<file path="config.mk">
export PLATFORM = sky130hd
export DESIGN_NAME = hazard_stall_ctrl
export DESIGN_NICKNAME = d
export VERILOG_FILES = /design/src/rtl/hazard_stall_ctrl.sv
export SDC_FILE = /design/constraint.sdc
export NUM_CORES = 1
export LEC_CHECK = 0
export ABC_CLOCK_PERIOD_IN_PS = 2300
export CORE_UTILIZATION = 40
export DETAILED_ROUTE_END_ITERATION = 10
export PLACE_DENSITY = 0.75
export SLEW_MARGIN = 20
export SYNTH_ARGS = -nofsm -noshare
export SYNTH_HDL_FRONTEND = slang
export SYNTH_SLANG_ARGS = --single-unit
</file>
<file path="constraint.sdc">
create_clock -name clk -period 2.3 [get_ports clk]
set_clock_uncertainty 0.2 [all_clocks]
set_input_delay 0.345 -clock clk [delete_from_list [all_inputs] [get_ports clk]]
set_output_delay 0.345 -clock clk [all_outputs]
set_load 0.1 [all_outputs]
</file>
<file path="src/rtl/hazard_stall_ctrl.sv">
// Pipeline hazard/stall controller: load-use bubbles, redirect flushes, data-memory wait freeze
// with timeout FSM. Optional stall performance counter enabled by HAZARD_PERF_EN.
module hazard_stall_ctrl #(
  parameter int unsigned MEM_TIMEOUT = 64,
  parameter int unsigned CNT_W       = 16
) (
  input  logic             clk,
  input  logic             rst,
  input  logic [4:0]       id_rs,
  input  logic [4:0]       id_rt,
  input  logic             id_uses_rt,
  input  logic             ex_MemR,
  input  logic [4:0]       ex_rd,
  input  logic             ex_redirect,
  input  logic             mem_req,
  input  logic             mem_ready,
  output logic             PC_WR,
  output logic             IF_ID_WR,
  output logic             IF_ID_FLUSH,
  output logic             ID_EX_BUBBLE,
  output logic             EX_MEM_HOLD,
  output logic             bus_err,
  output logic [CNT_W-1:0] stall_cnt
);

  typedef enum logic [1:0] {StRun, StMemWait, StErr} state_e;

  localparam logic [7:0] WaitLast = 8'(MEM_TIMEOUT - 1);

  state_e     state_q, state_d;
  logic [7:0] wait_cnt_q, wait_cnt_d;

  logic load_use;
  logic mem_block;

  assign load_use = ex_MemR & (ex_rd != 5'd0) &
                    ((ex_rd == id_rs) | (id_uses_rt & (ex_rd == id_rt)));
  assign mem_block = mem_req & ~mem_ready;

  // Pipeline controls when memory is not holding the pipe
  logic run_pc_wr, run_if_id_wr, run_flush, run_bubble;

  always_comb begin
    run_pc_wr    = 1'b1;
    run_if_id_wr = 1'b1;
    run_flush    = 1'b0;
    run_bubble   = 1'b0;
    if (ex_redirect) begin
      // the ID instruction is squashed, so a pending load-use is irrelevant
      run_flush  = 1'b1;
      run_bubble = 1'b1;
    end else if (load_use) begin
      run_pc_wr    = 1'b0;
      run_if_id_wr = 1'b0;
      run_bubble   = 1'b1;
    end
  end

  always_comb begin
    state_d      = state_q;
    wait_cnt_d   = wait_cnt_q;
    PC_WR        = 1'b0;
    IF_ID_WR     = 1'b0;
    IF_ID_FLUSH  = 1'b0;
    ID_EX_BUBBLE = 1'b0;
    EX_MEM_HOLD  = 1'b0;
    bus_err      = 1'b0;
    if (rst) begin
      ID_EX_BUBBLE = 1'b1;
      state_d      = StRun;
      wait_cnt_d   = 8'd0;
    end else begin
      unique case (state_q)
        StRun: begin
          if (mem_block) begin
            EX_MEM_HOLD = 1'b1;
            state_d     = StMemWait;
            wait_cnt_d  = 8'd1;
          end else begin
            PC_WR        = run_pc_wr;
            IF_ID_WR     = run_if_id_wr;
            IF_ID_FLUSH  = run_flush;
            ID_EX_BUBBLE = run_bubble;
          end
        end
        StMemWait: begin
          if (mem_ready) begin
            PC_WR        = run_pc_wr;
            IF_ID_WR     = run_if_id_wr;
            IF_ID_FLUSH  = run_flush;
            ID_EX_BUBBLE = run_bubble;
            state_d      = StRun;
            wait_cnt_d   = 8'd0;
          end else begin
            EX_MEM_HOLD = 1'b1;
            if (wait_cnt_q == WaitLast) begin
              state_d = StErr;
            end else begin
              wait_cnt_d = wait_cnt_q + 8'd1;
            end
          end
        end
        StErr: begin
          EX_MEM_HOLD  = 1'b1;
          ID_EX_BUBBLE = 1'b1;
          bus_err      = 1'b1;
        end
        default: begin
          EX_MEM_HOLD  = 1'b1;
          ID_EX_BUBBLE = 1'b1;
          state_d      = StRun;
          wait_cnt_d   = 8'd0;
        end
      endcase
    end
  end

  always_ff @(posedge clk or posedge rst) begin
    if (rst) begin
      state_q    <= StRun;
      wait_cnt_q <= 8'd0;
    end else begin
      state_q    <= state_d;
      wait_cnt_q <= wait_cnt_d;
    end
  end

`ifdef HAZARD_PERF_EN
  localparam logic [CNT_W-1:0] CntOne = {{(CNT_W-1){1'b0}}, 1'b1};

  logic [CNT_W-1:0] stall_cnt_q, stall_cnt_d;

  // Saturating count of cycles where IF/ID is not written, excluding the error lockup
  always_comb begin
    stall_cnt_d = stall_cnt_q;
    if (!IF_ID_WR && (state_q != StErr) && (stall_cnt_q != {CNT_W{1'b1}})) begin
      stall_cnt_d = stall_cnt_q + CntOne;
    end
  end

  always_ff @(posedge clk or posedge rst) begin
    if (rst) begin
      stall_cnt_q <= '0;
    end else begin
      stall_cnt_q <= stall_cnt_d;
    end
  end

  assign stall_cnt = stall_cnt_q;
`else
  assign stall_cnt = '0;
`endif

endmodule

</file>
# ---- Yosys cells after proc, flatten, opt, wreduce, memory -nomap -nowiden
# Index checks and enable logic that the tools add are counted.
dict set report totals {
  regBits 10
  in_bits 22
  output_inout_bits 22
  word_cells 55
}
dict set report classes {
  add_sub_neg 1
  n_eq_ne 9
  mux 33
  n_bitwise 6
  reduce_logical 4
}
# cell n
set ops {}
lappend ops {{8-bit two-way mux} 4}
lappend ops {{8-bit case mux with 3 select lines} 1}
lappend ops {{1-bit two-way mux} 19}
lappend ops {{5-bit equality test} 2}
lappend ops {{8-bit by 1-bit adder with 8-bit output, second input constant} 1}
lappend ops {{8-bit by 6-bit equality test with 1-bit output, second input constant} 1}
lappend ops {{2-bit two-way mux} 4}
lappend ops {{4-bit != test, second input constant} 2}
lappend ops {{1-bit case mux with 2 select lines} 4}
lappend ops {{2-bit case mux with 3 select lines} 1}
lappend ops {{3-bit AND reduction} 2}
lappend ops {{5-bit nonzero test} 1}
lappend ops {{1-bit bitwise AND} 4}
lappend ops {{3-bit != test, second input constant} 1}
lappend ops {{2-bit by 1-bit equality test with 1-bit output, second input constant} 1}
lappend ops {{2-bit equality test, second input constant} 1}
lappend ops {{2-bit logical NOT} 1}
lappend ops {{2-bit != test, second input constant} 1}
lappend ops {{1-bit NOT} 1}
lappend ops {{1-bit OR} 1}

# ---- Depth between registers and ports, before layout
dict set report logic_depth {
  ltp_word 9
  depth_mapped 5
  mapped_depth_nobuf 5
}

# ---- Worst setup path after synthesis
# Ideal clock, no wire load.
dict set report synth_path {
  path_kind {input port to output port}
  startpoint {in ex_rd[4]}
  endpoint {out ID_EX_BUBBLE}
  arrival_time_ns 4.405
  t_required_ns 1.755
  slack_ns -2.650
  cell_stages 4
  path_buffers 0
  cell_sequence {xor2_1 -> nor4_1 -> a32oi_1 -> o311ai_0}
}
dict set report synth_via {
  elab_chain_len 9
  elab_cells_between_ends 13
  classes_between {eq/ne: 2; mux: 6; bitwise: 4; reduce/logical: 1}
}
# item line_no
set synth_rtl {}
lappend synth_rtl {{start: declaration} 13} ;# input logic [4:0] ex_rd,
lappend synth_rtl {{5-bit equality test} 37} ;# ((ex_rd == id_rs) | (id_uses_rt & (ex_rd == id_rt)));
lappend synth_rtl {{1-bit bitwise AND} 37}
lappend synth_rtl {{1-bit OR} 37}
lappend synth_rtl {{1-bit bitwise AND *} 36} ;# assign load_use = ex_MemR & (ex_rd != 5'd0) &
lappend synth_rtl {{1-bit two-way mux *} 52} ;# end else if (load_use) begin
lappend synth_rtl {{1-bit two-way mux *} 48} ;# if (ex_redirect) begin
lappend synth_rtl {{1-bit two-way mux (on tied branches)} {87, 75}}
lappend synth_rtl {{1-bit case mux with 2 select lines *} 73} ;# unique case (state_q)
lappend synth_rtl {{1-bit two-way mux *} 68} ;# if (rst) begin
lappend synth_rtl {{end: declaration} 20} ;# output logic ID_EX_BUBBLE,
# Mark *: on every way between the ends. The rest lies on a longest branch, timed or not.

# ---- Worst setup path in the final report
dict set report layout_path {
  startpoint {in id_rt[1]}
  endpoint {out ID_EX_BUBBLE}
}
dict set report layout_via {
  elab_chain_len 9
  elab_cells_between_ends 10
  classes_between {eq/ne: 1; mux: 6; bitwise: 3}
}
# item line_no
set layout_rtl {}
lappend layout_rtl {{start: declaration} 10} ;# input logic [4:0] id_rt,
lappend layout_rtl {{5-bit equality test *} 37}
lappend layout_rtl {{1-bit bitwise AND *} 37}
lappend layout_rtl {{1-bit OR *} 37}
lappend layout_rtl {{1-bit bitwise AND *} 36}
lappend layout_rtl {{1-bit two-way mux *} 52}
lappend layout_rtl {{1-bit two-way mux *} 48}
lappend layout_rtl {{1-bit two-way mux (on tied branches)} {87, 75}}
lappend layout_rtl {{1-bit case mux with 2 select lines *} 73}
lappend layout_rtl {{1-bit two-way mux *} 68}
# Marked as above.

==> results by group <==
Status
  • Status: completed

Pwr
  • Tot Pwr: 667 uW
  • Power Density: 468 nW/um^2
  • Peak supply drop: between 0.3 and 0.4 mV
  • Static Leakage: 0.637 nW

Synthesis
  • Yosys reg bits: 10
  • Post-synth design cell area: 900 sq um
  • Mapped Cells: ~110
  • Seq/Total Area, Yosys: 0.278
  • Syn avg cell area: ~8.4 sq um
  • Ys Warns: 0
  • Distinct cells, synth: 32

Finish
  • Fillers: 170
  • Ant diodes: 0
  • Final instance area: 1420 sq um
  • Layout area overhead: 58.3%
  • Layout net count: 172
  • Share of cells above drive strength 1: 0.351
  • Final Non-Filler Cells: 175

CTS
  • CTS Root Cell: clkbuf_4
  • Clock slew at reported path FFs: around 0.080 ns
  • CTS Buf Count: 3
  • Skew-Pair Late Insertion Delay: between 0.2 and 0.3 ns
  • CTS tree: yes
  • Maximum root-to-sink buffer count: 2
  • Hold buffer count at CTS: 0
  • H-tree depth: 1
  • CTS Sinks: 10

Global route
  • Antenna violations before repair: 0
  • Vias in the first global route: 880
  • First-pass GRT wire length: 4.07 mm
  • Global route overflow: 0
  • Global Route Usage Sum: 0.221
  • Largest net degree at the start of global routing: 14

Timing
  • Final Cycle Share: 0.992
  • Final Hold Viols: 0
  • Worst slew margin: 0.583
  • Tightest Pin Transition: 0.619 ns
  • Final setup fails: 0
  • Final Max Slew Viols: 0
  • Final WS setup: 0.0182 ns
  • RSZ-0062 raised after global routing: yes
  • Fmax: 438 MHz
  • Final hold slack: ~0.32 ns
  • Minimum clock period: 2.28 ns

Place
  • Routability cong.: 0.817
  • Placed cells: 171
  • DPL Wire Length: 1.90 mm
  • Placed Instance Area: 1330 sq um
  • Pre-CTS WS: -0.282 ns
  • Port-buffer cells: 27

Worst setup path
  • Critical Path Start Type: primary input
  • Critical path, cell by cell: clkdlybuf4s50_1 -> xnor2_2 -> a32oi_2 -> o311ai_4 -> buf_12
  • Slowest cell on the critical path: clkdlybuf4s50_1
  • CP endpoint kind: output pin
  • Critical path arrival: 1.74 ns
  • Max FO, Critical Path: 2
  • WP data required: 1.75 ns
  • Critical Path Max Stage Delay: 0.50 ns
  • Type of the worst setup path: in -> out

Drt
  • TritonRoute pass-1 iters: 4
  • Routed vias/inst: 5.07
  • Total Wirelength: 2.49 mm
  • Post-route ant nets: 0
  • DR iter-0 viols: 18
  • Number of remaining DRC errors: 0
  • Routed WL per cell: 14.2 um
  • Vias: 887

Floorplan
  • Initial Util: 0.441
  • Rows: 16
  • Die width: 49.4 um
  • Die Ht: 49.4 um
  • Core ar.: 2040 sq um
  • Die area: 2440 sq um
  • Num ports: 44

Min path
  • Hold/Removal Path Class: reg -> reg

Run
  • Max_cap viols: 0
-- cell families after synthesis --
logic type,synth area share
flip-flops,0.278
buffers and inverters,0.168
other,0.00417
adder cells (fa/ha/maj),0.0139
XOR/XNOR,0.0974
AND/OR/NAND/NOR,0.235
AO/OA/AOI/OAI,0.203
-- power by group --
group	total (mW)	switching [mW]	internal [mW]
logic	0.316	0.223	0.0928
registers	0.185	0.00600	0.179
clock network	0.166	0.0699	0.0962
total	0.667	0.299	0.368
-- layer usage --
layer | wire length, um | up-vias | share of wire | track usage
li1 | - | 434 | - | -
met1 | 1050 | 413 | 0.42 | 0.262
met2 | 1260 | 36 | 0.50 | 0.379
met3 | 135 | 4 | 0.054 | 0.0530
met4 | 53 | 0 | 0.021 | 0.0905
met5 | 0 | - | 0 | 0
-- cell type report --
class	instances	area (sq um)	share of cell area
well taps	27	33.8	0.0237
flip-flops and latches	10	250	0.176
clock buffers	4	36.3	0.0255
repair buffers	41	425	0.299
inverters	4	15.0	0.0105
multi-input cells	89	663	0.466
-- worst max-delay path, delay by kind of cell --
family / cells / cell delay (ns)
buffers and inverters: 2 / 0.72
AO/OA/AOI/OAI: 2 / 0.52
XOR/XNOR: 1 / 0.14
-- sequential cells by signal, summed over array words and instances, names as in the netlist --
name / flops
wait_cnt_q: 8
state_q: 2
-- cells in the mapped netlist, drive strengths merged --
library cell | instances | share of area
or2 | 4 | 0.028
o311a | 1 | 0.011
inv | 4 | 0.017
nand2b | 2 | 0.014
o21ai | 7 | 0.039
nand2 | 4 | 0.017
or4 | 5 | 0.042
nor4 | 2 | 0.014
nor4b | 1 | 0.026
a21oi | 3 | 0.017
a21boi | 4 | 0.033
clkbuf | 1 | 0.0042
ha | 1 | 0.014
or4b | 1 | 0.011
nand3 | 4 | 0.022
a31oi | 1 | 0.0070
dfrtp | 10 | 0.28
o211ai | 1 | 0.0083
xnor2 | 1 | 0.0097
o31ai | 7 | 0.058
conb | 1 | 0.0042
buf | 18 | 0.15
nor3 | 1 | 0.0056
o311ai | 2 | 0.019
xor2 | 9 | 0.088
nor2 | 8 | 0.033
and3 | 2 | 0.014
a32oi | 1 | 0.0097
nor3b | 1 | 0.0083
-- cells in the final DEF, fill, tap and decap left out, types with 3 or more instances in the layout --
cell type and instances:
or2_2 4, dfrtp_1 10, clkbuf_4 3, xor2_2 3, buf_2 3, dlygate4sd2_1 5
buf_4 13, xor2_1 6, o21ai_0 5, nand2_1 3, buf_12 6, clkdlybuf4s50_1 7
nand3_1 3, o31ai_1 7, inv_1 4, nor2_1 6, or4_1 4, conb_1 16
-- final timing paths --
kind	from	endpoint	slack [ns]	cells past startpoint
worst min register to register	wait_cnt_q[5]	wait_cnt_q[5]	0.32	1
worst max register to register	wait_cnt_q[0]	wait_cnt_q[6]	0.17	5
min in group asynchronous	rst	state_q[0]	0.34	4
worst max-delay path	id_rt[1]	ID_EX_BUBBLE	0.02	5
max in group asynchronous	rst	wait_cnt_q[0]	1.40	4
worst min-delay path	wait_cnt_q[5]	wait_cnt_q[5]	0.32	1
-- stage by stage --
stage                util  TNS (ns)
floorplan               -    -0.105
global placement    0.650     -1.19
detailed placement  0.650     -1.39
CTS                 0.666         0
global route        0.697  -0.00602
finish              0.697         0
-- what timing repair did --
item	CTS	global route
setup buffers	0	1
endpoints found under the hold margin	0	0
resized for setup	31	20
gates cloned	0	0
setup endpoints to repair	3	4
pin swaps	9	6
No activity file was read; power rests on OpenSTA's default activity.
